<file path="src/rtl/count_multi_gate.sv">
// Multi-channel start/stop/photon counter in the clk500 domain: synchronised inputs,
// stop/start/sequence timers, gated saturating photon counters and per-sequence snapshots.
module count_multi_gate #(
    parameter int NCH         = 4,
    parameter int CNT_W       = 24,
    parameter int STOP_W      = 32,
    parameter int START_W     = 24,
    parameter int SEQ_W       = 32,
    parameter int SYNC_STAGES = 2
) (
    input  logic                   clk500,
    input  logic                   count_rst_n,
    input  logic                   start,
    input  logic                   start_rst,
    input  logic                   photo_rst,
    input  logic [NCH-1:0]         photo,
    input  logic [START_W-1:0]     cntstart,
    input  logic [STOP_W-1:0]      cntstop,
    input  logic                   gate_en,
    input  logic [STOP_W-1:0]      win_lo,
    input  logic [STOP_W-1:0]      win_hi,
    output logic [STOP_W-1:0]      cnt_stop,
    output logic [START_W-1:0]     cnt_start,
    output logic [SEQ_W-1:0]       sequence_count,
    output logic [NCH*CNT_W-1:0]   cnt_photo,
    output logic [NCH*CNT_W-1:0]   snap_photo,
    output logic                   snap_valid,
    output logic [NCH-1:0]         ovf,
    output logic                   ready
);
    localparam int NIN  = NCH + 3;
    localparam int LAST = SYNC_STAGES - 1;

    logic [NIN-1:0]       async_in;
    logic [NIN-1:0]       det;
    logic [NIN-1:0]       pos_reg;
    logic                 start_pos;
    logic                 start_rst_pos;
    logic                 photo_rst_pos;
    logic [NCH-1:0]       photo_pos;
    logic                 in_win;

    assign async_in = {photo, photo_rst, start_rst, start};

    generate
        for (genvar gi = 0; gi < NIN; gi++) begin : g_sync
            logic [SYNC_STAGES-1:0] sync_reg;
            logic                   hist_reg;

            always_ff @(posedge clk500) begin
                if (!count_rst_n) begin
                    sync_reg <= '0;
                    hist_reg <= 1'b0;
                end else begin
                    sync_reg <= {sync_reg[SYNC_STAGES-2:0], async_in[gi]};
                    hist_reg <= sync_reg[LAST];
                end
            end

            if (gi < 3) begin : g_ctrl
                // Control inputs need two consecutive high samples, rejecting single-sample glitches
                assign det[gi] = sync_reg[LAST] & sync_reg[LAST-1] & ~hist_reg;
            end else begin : g_photo
                assign det[gi] = sync_reg[LAST] & ~hist_reg;
            end
        end
    endgenerate

    always_ff @(posedge clk500) begin
        if (!count_rst_n) pos_reg <= '0;
        else              pos_reg <= det;
    end

    assign start_pos     = pos_reg[0];
    assign start_rst_pos = pos_reg[1];
    assign photo_rst_pos = pos_reg[2];
    assign photo_pos     = pos_reg[NIN-1:3];

    logic [STOP_W-1:0] cnt_stop_reg;
    logic              ready_reg;

    always_ff @(posedge clk500) begin
        if (!count_rst_n) begin
            cnt_stop_reg <= '0;
            ready_reg    <= 1'b1;
        end else begin
            if (start_pos)
                cnt_stop_reg <= '0;
            else if (cnt_stop_reg != '1)
                cnt_stop_reg <= cnt_stop_reg + STOP_W'(1);
            ready_reg <= (cnt_stop_reg < cntstop);
        end
    end

    // An inverted window (win_lo > win_hi) can never satisfy both bounds, so it is empty
    assign in_win = !gate_en || ((cnt_stop_reg >= win_lo) && (cnt_stop_reg <= win_hi));

    logic [START_W-1:0] cnt_start_reg, cnt_start_next;
    logic [SEQ_W-1:0]   seq_reg, seq_next;

    always_comb begin
        cnt_start_next = cnt_start_reg;
        seq_next       = seq_reg;
        if (start_rst_pos) begin
            cnt_start_next = '0;
            seq_next       = seq_reg + SEQ_W'(1);
        end else if (start_pos) begin
            cnt_start_next = (cnt_start_reg >= cntstart) ? START_W'(1)
                                                         : cnt_start_reg + START_W'(1);
        end
    end

    always_ff @(posedge clk500) begin
        if (!count_rst_n) begin
            cnt_start_reg <= '0;
            seq_reg       <= '0;
        end else begin
            cnt_start_reg <= cnt_start_next;
            seq_reg       <= seq_next;
        end
    end

    logic [NCH*CNT_W-1:0] cnt_photo_vec;

    generate
        for (genvar gi = 0; gi < NCH; gi++) begin : g_chan
            logic [CNT_W-1:0] cnt_reg;
            logic             ovf_reg;

            always_ff @(posedge clk500) begin
                if (!count_rst_n || photo_rst_pos) begin
                    cnt_reg <= '0;
                    ovf_reg <= 1'b0;
                end else if (photo_pos[gi] && in_win) begin
                    if (cnt_reg == '1) ovf_reg <= 1'b1;
                    else               cnt_reg <= cnt_reg + CNT_W'(1);
                end
            end

            assign cnt_photo_vec[gi*CNT_W +: CNT_W] = cnt_reg;
            assign ovf[gi]                          = ovf_reg;
        end
    endgenerate

    logic [NCH*CNT_W-1:0] snap_reg;
    logic                 snap_valid_reg;

    // Snapshot samples the counters before any same-cycle clear takes effect
    always_ff @(posedge clk500) begin
        if (!count_rst_n) begin
            snap_reg       <= '0;
            snap_valid_reg <= 1'b0;
        end else begin
            snap_valid_reg <= start_rst_pos;
            if (start_rst_pos) snap_reg <= cnt_photo_vec;
        end
    end

    assign cnt_stop       = cnt_stop_reg;
    assign cnt_start      = cnt_start_reg;
    assign sequence_count = seq_reg;
    assign cnt_photo      = cnt_photo_vec;
    assign snap_photo     = snap_reg;
    assign snap_valid     = snap_valid_reg;
    assign ready          = ready_reg;

endmodule

</file>
<file path="config.mk">
export PLATFORM = sky130hd
export DESIGN_NAME = count_multi_gate
export DESIGN_NICKNAME = d
export VERILOG_FILES = /design/src/rtl/count_multi_gate.sv
export SDC_FILE = /design/constraint.sdc
export NUM_CORES = 1
export LEC_CHECK = 0
export BUFFER_PORTS_ARGS = -buffer_cell sky130_fd_sc_hd__buf_2
export CAP_MARGIN = 20
export CORE_AREA = 2 2 237 239
export DETAILED_ROUTE_END_ITERATION = 10
export DIE_AREA = 0 0 239 241
export SLEW_MARGIN = 20
export SYNTH_ARGS = -nofsm -noshare
export SYNTH_HDL_FRONTEND = slang
export SYNTH_SLANG_ARGS = --single-unit
</file>
<file path="constraint.sdc">
create_clock -name clk500 -period 6.25 [get_ports clk500]
set_input_delay 1.25 -clock clk500 [delete_from_list [all_inputs] [get_ports clk500]]
set_output_delay 1.25 -clock clk500 [all_outputs]
set_load 0.1 [all_outputs]
</file>
==> flow_summary_export.csv <==
group,metric,value,unit
status,status,"finished, final reports clean",
place,hpwl,37680,um
setup_path,crit_end,"g_chan[3].cnt_reg[14]",
sta,fin_setup_tns,0,ns
setup_path,critPathLaunchType,"input pin",
clock_tree,cts_max_level,2,
sta,slew_headroom,30.61,%
finish,final_core_util,37.22,%
setup_path,critPathCaptureType,"flip-flop",
grt,grt_max_degree,102,
detailed_routing,drtPass1Iterations,5,
clock_tree,postCtsSetupBuffers,0,
clock_tree,clockBufferDepth,3,
setup_path,reg2regPathDepth,10,
clock_tree,cts_tree,"done",
floorplanning,die_h,241,um
finish,fin_cells,2991,
setup_path,path_buf_inv,3,
floorplanning,rows,86,
clock_tree,numCtsBuffers,39,
sta,post-route-period-util,71.36,%
power_and_ir_drop,power.leakage,9.136,nW
detailed_routing,detail-route-antenna-nets,0,
hold_path,hp-start,"g_sync[5].hist_reg",
detailed_routing,avgViaCountPerCell,4.971,
setup_path,crit_arrival,4.94,ns
detailed_routing,finalWirelength,51040,um
logic_synthesis,async_reset_ff_share,0,%
place,dpl.cell_count,2912,
floorplanning,coreArea,54880,um2
floorplanning,fp.dieW,239,um
setup_path,crit_start,"win_hi[14]",
logic_synthesis,synth_area_leaders,"dfxtp_1 38%, ha_1 9.6%, mux2i_1 7.5%, nor2b_1 4.2%, inv_1 3.1%",
floorplanning,io_pins,416,
setup_path,reg2reg_slack,2.09,ns
sta,final.min_clock_period,4.460,ns
detailed_routing,drt_iter0_drc,657,
logic_synthesis,ys_ff_latch,314,
setup_path,r2r-start,"cnt_stop[15]",
grt,grt_usage,16.98,%
logic_synthesis,synth_largest_area_cell,"dfxtp_1",
grt,antenna_found_initial,8,
detailed_routing,via_count,14870,
sta,rsz0062_at_grt,"no",
grt,grt_pass1_vias,14290,
sta,worst_slack,1.790,ns
logic_synthesis,yosysTopAreaCellShare,38.40,%
setup_path,cpLargestDelayFamily,"simple AND/OR/NAND/NOR gates",
clock_tree,cts.clk_slew.worst_paths,0.06,ns
logic_synthesis,synth_fp_nets,2124,
place,dp_slack,1.265,ns
floorplanning,dieArea,57600,um2
clock_tree,cts_root_buf,"clkbuf_16",
place,port_buffers,415,
logic_synthesis,synth-seq-area-share,38.40,%
clock_tree,clkSinkCount,314,
logic_synthesis,synth-edff-count,0,
sta,final_max_slew_viol_count,0,
place,gp_congestion,0.9154,
logic_synthesis,yosys_warnings,0,
finish,area_growth,24.76,%
power_and_ir_drop,peakVddDrop,0.1735,mV
setup_path,crit_chain,"buf_2, inv_1, ha_1, nand4_1, nor4_2, a31oi_1, o31a_1, a41o_1, or2_4, buf_4, or4_1, a21oi_1",
logic_synthesis,synth_flop_cell,"dfxtp_1",
clock_tree,clock_latency,0.56,ns
detailed_routing,drc_errors,0,
detailed_routing,wl_per_cell,17.06,um
power_and_ir_drop,power_density,224.3,nW/um2
logic_synthesis,synthesis.area,16370,um2
grt,grt_pass1_wl,77900,um
setup_path,critPathKind,"in -> reg",
sta,fin_worst_skew,0.02368,ns
grt,grt_overflow,0,
logic_synthesis,avgSynthCellArea,8.764,um2
setup_path,critical_path_required,6.73,ns
logic_synthesis,synth.most_common_cell,"dfxtp_1",
sta,timing_hold_violations_final,0,
clock_tree,cts_resized,0,
sta,fmax,224.2,MHz
finish,final_nets,2505,
hold_path,min-delay-path-class,"reg -> reg",
setup_path,cp_slowest_cell,"or2_4",
sta,worst_pin_slew,1.041,ns
setup_path,r2r-end,"g_chan[3].cnt_reg[14]",
clock_tree,cts_hold_buf,0,
logic_synthesis,yosys-top-cells-count,"314 x dfxtp_1, 134 x inv_1, 129 x nand2_1, 126 x ha_1, 123 x mux2i_1",
setup_path,cpPeakStageDelay,0.61,ns
logic_synthesis,postSynthCellCount,1868,
setup_path,critPathMaxFanout,101,
floorplanning,start_util,29.83,%
sta,setup_viol,0,
finish,drive_gt1_share,22.16,%
setup_path,crit_cells,12,
logic_synthesis,yosysUniqueCellTypes,53,
job,cap_violations,0,
==> placed cells by master, fill, tap and decap left out, types with 33 or more instances in the layout <==
cell,netlist,final
ha_1,126,126
nand3_1,81,81
a21oi_1,88,87
o21ai_0,43,42
inv_1,134,134
buf_2,4,414
clkbuf_16,0,39
mux2i_1,123,123
dfxtp_1,314,313
xnor2_1,46,46
nor2_1,104,104
or4_1,40,40
nand4_1,69,69
nor2b_1,109,108
nand2_1,129,128
xor2_1,37,37
o31ai_1,33,33
and2_1,60,60
and3_1,36,36
==> worst register-to-register path, stage by stage (launching register included) <==
cell	delay, ns
dfxtp_1	0.59
ha_1	0.34
nand4_1	0.16
nor2_1	0.07
a221o_1	0.35
a211o_1	0.29
a41o_1	0.50
or2_4	0.62
buf_4	0.52
or4_1	0.53
a21oi_1	0.15
==> metrics by stage <==
stage | area [um2] | total power [mW] | hold WS [ns]
after floorplan | 16370 | 2.209 | 0.3674
after global placement | 19070 | 2.287 | 0.3735
after detailed placement | 19070 | 2.295 | 0.3803
after CTS | 20400 | 4.662 | 0.3882
after global routing | 20420 | 4.767 | 0.4132
final | 20420 | 4.581 | 0.3858
==> cell type report <==
class	count	area [um2]
Fill cell	5588	34450
Multi-Input combinational cell	1332	9224
Sequential cell	314	6290
Timing Repair Buffer	428	2177
Clock buffer	53	1129
Tap cell	704	880.8
Inverter	134	503.0
Clock inverter	18	201.4
Antenna cell	8	20.02
==> layer usage <==
metal / global-route usage (%) / wire, um / up-vias
met4: 9.318 / 2216 / 0
met5: 0 / 0 / -
li1: - / - / 7346
met2: 26.80 / 23310 / 374
met1: 22.02 / 23010 / 7043
met3: 2.985 / 2494 / 106
==> power by group <==
group / switching [mW] / internal, mW
sequential: 0.0105 / 2.01
combinational: 0.140 / 0.0879
clock: 0.932 / 1.40
==> cells by family (layout without fill, tap and decap cells) <==
kind of cell	count (synthesis)	count (layout)	share of synthesized area, %
other	0	8	0
AO/OA/AOI/OAI	246	246	9.409
multiplexers	123	123	7.521
buffers and inverters	222	633	5.396
flip-flops	314	314	38.40
AND/OR/NAND/NOR	754	754	25.21
adder cells (fa/ha/maj)	126	126	9.630
XOR/XNOR	83	83	4.441
==> worst min-delay path by stage <==
stage / endpoint / slack [ns] / cells past startpoint
2_1_floorplan: pos_reg[3] / 0.37 / 1
3_3_place_gp: pos_reg[5] / 0.37 / 1
3_5_place_dp: pos_reg[3] / 0.38 / 1
4_1_cts: pos_reg[3] / 0.39 / 1
5_1_grt: pos_reg[6] / 0.41 / 1
6_report: pos_reg[5] / 0.39 / 1
Note: power is estimated with default switching activity, not from simulation.
